==> src/rtl/permutation_sequencer.sv <==
// Round sequencer and state register for the ASCON permutation.
// Loads a 320-bit state, steps the round index and feeds each full round back until round 11.
module permutation_sequencer #(
  parameter int NB_ROUNDS_A = 12,
  parameter int NB_ROUNDS_B = 6
) (
  input  logic             i_clk,
  input  logic             i_rst,
  input  logic             i_start,
  input  logic             i_mode,
  input  logic [4:0][63:0] i_state,
  input  logic [4:0][63:0] i_round_state,
  output logic [3:0]       o_round,
  output logic [4:0][63:0] o_round_state,
  output logic [4:0][63:0] o_state,
  output logic             o_valid,
  input  logic             i_ready,
  output logic             o_busy
);

  if (NB_ROUNDS_A < 1 || NB_ROUNDS_A > 12) begin : g_bad_rounds_a
    $error("NB_ROUNDS_A must be in 1..12");
  end
  if (NB_ROUNDS_B < 1 || NB_ROUNDS_B > 12) begin : g_bad_rounds_b
    $error("NB_ROUNDS_B must be in 1..12");
  end

  // Jobs always finish on round 11, so a shorter permutation starts later in the table.
  localparam logic [3:0] START_A = 4'(12 - NB_ROUNDS_A);
  localparam logic [3:0] START_B = 4'(12 - NB_ROUNDS_B);
  localparam logic [3:0] LAST_ROUND = 4'd11;

  typedef enum logic [1:0] {IDLE, RUN, DONE} fsm_t;

  fsm_t       fsm;
  logic [3:0] start_idx;

  assign start_idx = i_mode ? START_B : START_A;
  assign o_state   = o_round_state;

  always_ff @(posedge i_clk or posedge i_rst) begin
    if (i_rst) begin
      fsm           <= IDLE;
      o_round       <= '0;
      o_round_state <= '0;
      o_valid       <= 1'b0;
      o_busy        <= 1'b0;
    end else begin
      case (fsm)
        IDLE: begin
          if (i_start) begin
            o_round_state <= i_state;
            o_round       <= start_idx;
            o_busy        <= 1'b1;
            fsm           <= RUN;
          end
        end
        RUN: begin
          o_round_state <= i_round_state;
          if (o_round == LAST_ROUND) begin
            o_busy  <= 1'b0;
            o_valid <= 1'b1;
            fsm     <= DONE;
          end else begin
            o_round <= o_round + 4'd1;
          end
        end
        DONE: begin
          // A start coinciding with the accept launches the next job with no idle cycle.
          if (i_ready) begin
            o_valid <= 1'b0;
            if (i_start) begin
              o_round_state <= i_state;
              o_round       <= start_idx;
              o_busy        <= 1'b1;
              fsm           <= RUN;
            end else begin
              fsm <= IDLE;
            end
          end
        end
        default: begin
          fsm     <= IDLE;
          o_valid <= 1'b0;
          o_busy  <= 1'b0;
        end
      endcase
    end
  end

endmodule

==> config.mk <==
export PLATFORM = sky130hd
export DESIGN_NAME = permutation_sequencer
export DESIGN_NICKNAME = d
export VERILOG_FILES = /design/src/rtl/permutation_sequencer.sv
export SDC_FILE = /design/constraint.sdc
export NUM_CORES = 1
export LEC_CHECK = 0
export ABC_AREA = 1
export BUFFER_PORTS_ARGS = -buffer_cell sky130_fd_sc_hd__buf_2
export CORE_AREA = 2 2 502 504
export CTS_BUF_LIST = sky130_fd_sc_hd__clkbuf_4 sky130_fd_sc_hd__clkbuf_8
export DETAILED_ROUTE_END_ITERATION = 12
export DIE_AREA = 0 0 504 506
export GPL_ROUTABILITY_DRIVEN = 0
export SLEW_MARGIN = 15
export SYNTH_ARGS = -nofsm -noshare
export SYNTH_HDL_FRONTEND = slang
export SYNTH_SLANG_ARGS = --single-unit
==> constraint.sdc <==
create_clock -name i_clk -period 26.3 [get_ports i_clk]
set_input_delay 6.575 -clock i_clk [delete_from_list [all_inputs] [get_ports i_clk]]
set_output_delay 6.575 -clock i_clk [all_outputs]
set_load 0.05 [all_outputs]
==> reports/metrics.csv, run 1 <==
metric;value;unit
outcome;complete, no violations;
layout-drive-gt1-share;38.6;%
critPathTopFamily;buffers and inverters;
h-tree-depth;3;
start_util;7.48;%
io_buffers;1290;
syn_avg_cell_area;6.78;sq um
fin_skew;0.0361;ns
required;27.01;ns
dr.pass1.iters;5;
cp.depth;9;
syn_area;0.0187;sq mm
routed_wl;180;mm
fmax;113;MHz
period_needed;8.88;ns
core-area;0.250;sq mm
syn-instance-count;2762;
drtIter0Drc;1740;
tightest_slew;1.08;ns
drc_errors;0;
root_buffer;clkbuf_8;
final_nets;4330;
ys_seq_elements;328;
hold_viol;0;
cp_num_buf_inv;4;
synth_top_area_share;43.9;%
cts_tree;built;
end_kind;register;
cp_max_fo;96;
worstReg2RegEnd;o_round_state[257];
cp-startpoint;i_start;
post_cts_buffers;0;
placed_area;0.0265;sq mm
clk_pin_slew;0.06;ns
finalSetupViolCount;0;
rsz0062_at_grt;false;
relSlewSlack;28.2;%
grt_pass1_wl;223;mm
yosysUniqueCellTypes;15;
cts_buffer_depth;3;
syn2layout_area_growth;50.8;%
yosysWarnings;0;
rr_worst_depth;8;
cp_slowest_stage_delay;0.67;ns
dieArea;0.255;sq mm
dp_cells;6959;
grt_overflow;0;
ios;1291;
via_per_inst;3.07;
postCtsResizedCells;0;
crit_path_end;o_round_state[257];
finalMaxSlewViolations;0;
hold_ws;0.475;ns
path_cells;buf_2 -> nand2_1 -> nand2_1 -> nand2_8 -> inv_8 -> buf_4 -> buf_4 -> nand2_1 -> nand2_1;
grt_max_degree;131;
die_h;506;um
die_w;504;um
insertion_delay;0.78;ns
worstSetupStartpointType;primary input;
min_path_type;reg2reg;
fin_crit_sh;33.8;%
finalInstanceArea;0.0282;sq mm
synth.net_count;3408;
cpMaxStageDelayCell;buf_4;
yosysTopAreaCell;dfrtp_1;
vias;21968;
hpwl;157;mm
finalSetupTns;0;ns
fin_cells;7149;
rows;184;
final_cell_mix;nand2_1, buf_2, dfrtp_1;
crit_arrival;9.59;ns
crit_top_cell;nand2_1;
antenna_found_initial;158;
post_drt_wl_per_cell;25.2;um
grt_pass1_vias;20354;
final_common_cell;nand2_1;
grt_usage;13.6;%
ctsHoldBuffers;0;
crit_type;in2reg;
yosys-top-cells-area;dfrtp_1, nand2_1, buf_4;
cap_violations;0;
synth.yosys.seq_area_share;43.9;%
numClockSinks;328;
r2r_slack;22.14;ns
rr_startpoint;fsm[0];
numCtsBuffers;71;
ant_nets;0;
==> worst min-delay path by stage <==
stage,start,endpoint,slack (ns),cells after the start
finish,o_valid,o_valid,0.47,2
global route,o_valid,o_valid,0.52,2
CTS,o_valid,o_valid,0.48,2
detailed placement,o_valid,o_valid,0.46,2
global placement,o_valid,o_valid,0.45,2
floorplan,fsm[1],fsm[1],0.56,2
==> worst min-delay path, cell delays in order, from the launching register on <==
cell	delay, ns
dfrtp_1	0.34
nand2_1	0.06
nand2_1	0.05
==> metal layers <==
layer / up-vias / wire length [um] / global-route usage, %
li1: 9874 / - / -
met3: 430 / 23600 / 6.99
met2: 1553 / 76200 / 20.5
met4: 40 / 12500 / 7.93
met1: 10071 / 67900 / 15.4
met5: - / 270 / 0
==> registers in the layout, indices dropped and copies added, names as in the netlist <==
register,cells
o_round,4
o_round_state,320
fsm,2
o_busy,1
o_valid,1
==> Yosys cell counts <==
cell type  number
o211ai_1        1
nand2_1      1948
buf_2         100
ha_1            1
nor2_1          5
buf_1           6
nand2_2         1
nand2_4         1
buf_4         321
inv_1           5
nand3_1         7
clkbuf_1       33
nand3b_2        1
inv_2           4
dfrtp_1       328
==> cells by family after synthesis <==
group	after synthesis	synth area share [%]
buf+inv	469	16.5
fa+ha+maj	1	0.0669
flops	328	43.9
compound gates	1	0.0401
simple gates	1963	39.5
==> layout make-up <==
class / instances / area, sq um
Tap cell: 3348 / 4190
Timing Repair Buffer: 1309 / 6610
Fill cell: 29357 / 222000
Sequential cell: 328 / 8210
Inverter: 9 / 56.3
Antenna cell: 66 / 165
Clock inverter: 22 / 238
Multi-Input combinational cell: 1965 / 7440
Clock buffer: 102 / 1310
==> metrics by stage <==
stage          worst slack [ns]  util [%]
2_1_floorplan             10.64         -
3_3_place_gp              16.69      10.6
3_5_place_dp              16.64      10.6
4_1_cts                   17.55      11.2
5_1_grt                   17.30      11.3
6_report                  17.42      11.3
Power of run 1 is left out: the tool's default activity adds up to more than one toggle a clock period on the data nets, which glitch-free logic cannot reach.
==> run 2, diff against run 1 <==
--- a/config.mk
+++ b/config.mk
@@ -7,10 +7,10 @@
 export LEC_CHECK = 0
 export ABC_AREA = 1
 export BUFFER_PORTS_ARGS = -buffer_cell sky130_fd_sc_hd__buf_2
-export CORE_AREA = 2 2 502 504
+export CORE_AREA = 2 2 510 512
 export CTS_BUF_LIST = sky130_fd_sc_hd__clkbuf_4 sky130_fd_sc_hd__clkbuf_8
 export DETAILED_ROUTE_END_ITERATION = 12
-export DIE_AREA = 0 0 504 506
+export DIE_AREA = 0 0 512 514
 export GPL_ROUTABILITY_DRIVEN = 0
 export SLEW_MARGIN = 15
 export SYNTH_ARGS = -nofsm -noshare
==> constraint.sdc (replaced) <==
create_clock -name i_clk -period 8.2 [get_ports i_clk]
set_input_delay 2.05 -clock i_clk [delete_from_list [all_inputs] [get_ports i_clk]]
set_output_delay 2.05 -clock i_clk [all_outputs]
set_load 0.05 [all_outputs]
==> reports/metrics.csv, run 2 (synthesis gave the netlist of run 1 again) <==
metric;value;unit
outcome;complete, no violations;
worstReg2RegEnd;o_round_state[98];
cpMaxStageDelayCell;dfrtp_1;
core-area;0.258;sq mm
grt_usage;14.1;%
numClockSinks;328;
cp_num_buf_inv;1;
grt_pass1_wl;235;mm
cp.depth;1;
crit_arrival;1.88;ns
pre_cts_ws;3.60;ns
post_drt_wl_per_cell;26.7;um
largestRegisters;o_round_state (320), o_round (4), fsm (2);
hold_viol;0;
antenna_found_initial;170;
largest_reg_flops;320;
use_met3;8.24;%
grt_max_degree;153;
dieArea;0.263;sq mm
numCtsBuffers;76;
root_buffer;clkbuf_8;
clk_pin_slew;0.06;ns
end_kind;output pin;
fin_crit_sh;48.0;%
syn2layout_area_growth;53.1;%
fmax;254;MHz
via_per_inst;3.07;
r2r_slack;4.76;ns
ctsHoldBuffers;0;
die_h;514;um
start_util;7.25;%
post_cts_buffers;0;
required;6.15;ns
rr_startpoint;fsm[0];
setup_slack;4.27;ns
worstSetupStartpointType;register;
final_nets;4336;
cp-startpoint;o_round_state[128];
period_needed;3.93;ns
io_buffers;1290;
grt_use_met2;20.8;%
grt_pass1_vias;20313;
fill_cells;30292;
cts_buffer_depth;3;
critPathTopFamily;flip-flops;
vias;22175;
hpwl;167;mm
rr_worst_depth;7;
cap_violations;0;
cp_max_fo;4;
ant_nets;0;
cts_tree;built;
finalSetupTns;0;ns
ios;1291;
routed_wl;193;mm
dr.pass1.iters;5;
h-tree-depth;3;
finalSetupViolCount;0;
gr-max-usage-layer;met2;
min_path_type;reg2reg;
rows;187;
die_w;512;um
tightest_slew;1.05;ns
relSlewSlack;29.7;%
crit_path_end;o_state[128];
path_cells;buf_2;
drc_errors;0;
insertion_delay;0.79;ns
grt_overflow;0;
final_cell_mix;nand2_1, buf_2, dfrtp_1;
finalMaxSlewViolations;0;
final_common_cell;nand2_1;
largest_register;o_round_state;
crit_type;reg2out;
met1_usage;15.7;%
postCtsResizedCells;0;
rsz0062_at_grt;false;
layout-drive-gt1-share;38.8;%
drtIter0Drc;1655;
fin_skew;0.0484;ns
cp_slowest_stage_delay;0.65;ns
==> run 2: final cells by class <==
class / instances / area (sq um) / area share, %
flip-flops and latches: 328 / 8210 / 28.6
clock buffers: 112 / 1430 / 4.99
inverters: 9 / 52.6 / 0.183
well taps: 3402 / 4260 / 14.9
clock inverters: 27 / 434 / 1.52
multi-input cells: 1965 / 7440 / 26.0
repair buffers: 1310 / 6660 / 23.3
diodes: 68 / 170 / 0.594
==> run 2: per-stage QoR <==
step           cell area [sq um]  hold WS, ns  util (%)  std cells
2_1_floorplan              18700        0.556         -       2762
3_3_place_gp               26600        0.455      10.3       7013
3_5_place_dp               26600        0.465      10.3       7013
4_1_cts                    28500        0.479      11.0       7152
5_1_grt                    28500        0.505      11.1       7176
6_report                   28700        0.481      11.1       7221
==> run 2: worst min path at each step <==
stage	to	slack, ns	depth (start not counted)	from
CTS	o_valid	0.48	2	o_valid
global route	o_valid	0.51	2	o_valid
finish	o_valid	0.48	2	o_valid
global placement	o_valid	0.46	2	o_valid
floorplan	fsm[1]	0.56	2	fsm[1]
detailed placement	o_valid	0.47	2	o_valid
==> run 2: worst min-delay path, cell delays in order, from the launching register on <==
cell     delay, ns
dfrtp_1       0.34
nand2_1       0.06
nand2_1       0.05
==> run 2: per-layer routing <==
metal	up-vias	part of all wire (%)
li1	9926	-
met1	10073	38
met2	1614	41
met3	496	14
met4	66	6.5
met5	-	0.23
Power of run 2 is left out for the same reason.
==> run 3, diff against run 2 <==
==> constraint.sdc (replaced) <==
create_clock -name i_clk -period 3.8 [get_ports i_clk]
set_input_delay 0.95 -clock i_clk [delete_from_list [all_inputs] [get_ports i_clk]]
set_output_delay 0.95 -clock i_clk [all_outputs]
set_load 0.05 [all_outputs]
==> reports/metrics.csv, run 3 (synthesis gave the netlist of run 1 again) <==
metric;value;unit
clk_pin_slew;0.06;ns
fin_skew;0.0412;ns
final_common_cell;nand2_1;
grt_overflow;0;
cts_tree;built;
via_per_inst;3.11;
finalInstanceArea;0.0289;sq mm
grt_usage;14.1;%
fmax;358;MHz
numCtsBuffers;78;
cap_violations;0;
min_path_type;in2async;
fin_crit_sh;73.4;%
routed_wl;194;mm
rsz0062_at_grt;false;
grt_max_degree;120;
post_cts_buffers;0;
grt_pass1_wl;237;mm
hpwl;169;mm
cp_max_fo;3;
drtIter0Drc;1767;
required;2.85;ns
core-area;0.258;sq mm
numClockSinks;328;
dr.pass1.iters;7;
post_drt_wl_per_cell;26.7;um
period_needed;2.79;ns
grt_pass1_vias;20434;
worstSetupStartpointType;register;
cpMaxStageDelayCell;dfrtp_1;
outcome;complete, no violations;
vias;22550;
root_buffer;clkbuf_8;
placed_area;0.0269;sq mm
relSlewSlack;22.2;%
crit_type;reg2out;
antenna_found_initial;168;
hold_viol;0;
cp_slowest_stage_delay;0.61;ns
io_buffers;1290;
ant_nets;0;
cp_num_buf_inv;1;
cts_buffer_depth;3;
syn2layout_area_growth;54.4;%
ctsHoldBuffers;0;
insertion_delay;0.79;ns
h-tree-depth;3;
final_cell_mix;nand2_1, buf_2, dfrtp_1;
tightest_slew;1.17;ns
finalMaxSlewViolations;0;
rows;187;
finalSetupViolCount;0;
start_util;7.25;%
largest_register;o_round_state;
dieArea;0.263;sq mm
largest_reg_flops;320;
die_w;512;um
layout-drive-gt1-share;39.1;%
final_nets;4351;
end_kind;output pin;
die_h;514;um
ios;1291;
critPathTopFamily;flip-flops;
drc_errors;0;
path_cells;buf_2;
postCtsResizedCells;0;
largestRegisters;o_round_state (320), o_round (4), fsm (2);
crit_arrival;1.84;ns
[run 3: worst register-to-register path, cell delays in order (launching register included)]
cell	delay, ns
dfrtp_1	0.51
nand2_8	0.15
nand2_1	0.18
nand2_8	0.11
inv_8	0.41
buf_4	0.80
nand2_1	0.08
nand2_1	0.06
[run 3: through the flow]
stage               hold slack [ns]  util [%]  cells  setup TNS [ns]  worst slack, ns
finish                        0.356      11.2   7249               0             1.01
global route                  0.279      11.1   7194               0            0.839
CTS                           0.238      11.1   7168               0            0.820
detailed placement            0.469      10.4   7027               0             1.04
global placement              0.455      10.4   7027               0             1.07
floorplan                     0.556         -   2762         -501.41            -1.53
[run 3: layout make-up]
class                   count  area, sq um
fillers                 30174       229000
well taps                3402         4260
flip-flops and latches    328         8210
repair buffers           1323         6920
inverters                   9         52.6
multi-input cells        1965         7440
clock buffers             112         1420
clock inverters            29          403
diodes                     81          203
[run 3: worst paths after layout]
check	start	endpoint	slack (ns)	cells after the start
hold / removal	i_rst	o_busy	0.36	2
max in group asynchronous	i_rst	o_round_state[297]	2.49	3
setup / recovery	o_round_state[281]	o_state[281]	1.01	1
hold reg to reg	o_round_state[278]	o_round_state[278]	0.49	2
min in group i_clk	i_round_state[93]	o_round_state[93]	0.45	5
setup reg to reg	fsm[0]	o_round_state[310]	1.43	7
[run 3: layer usage]
layer / up-vias / share of wire (%) / track usage, %
li1: 9968 / - / -
met1: 10281 / 38 / 15.9
met2: 1695 / 41 / 21.0
met3: 538 / 14 / 7.98
met4: 68 / 6.8 / 7.97
met5: - / 0.23 / 0
Power of run 3 is left out for the same reason.
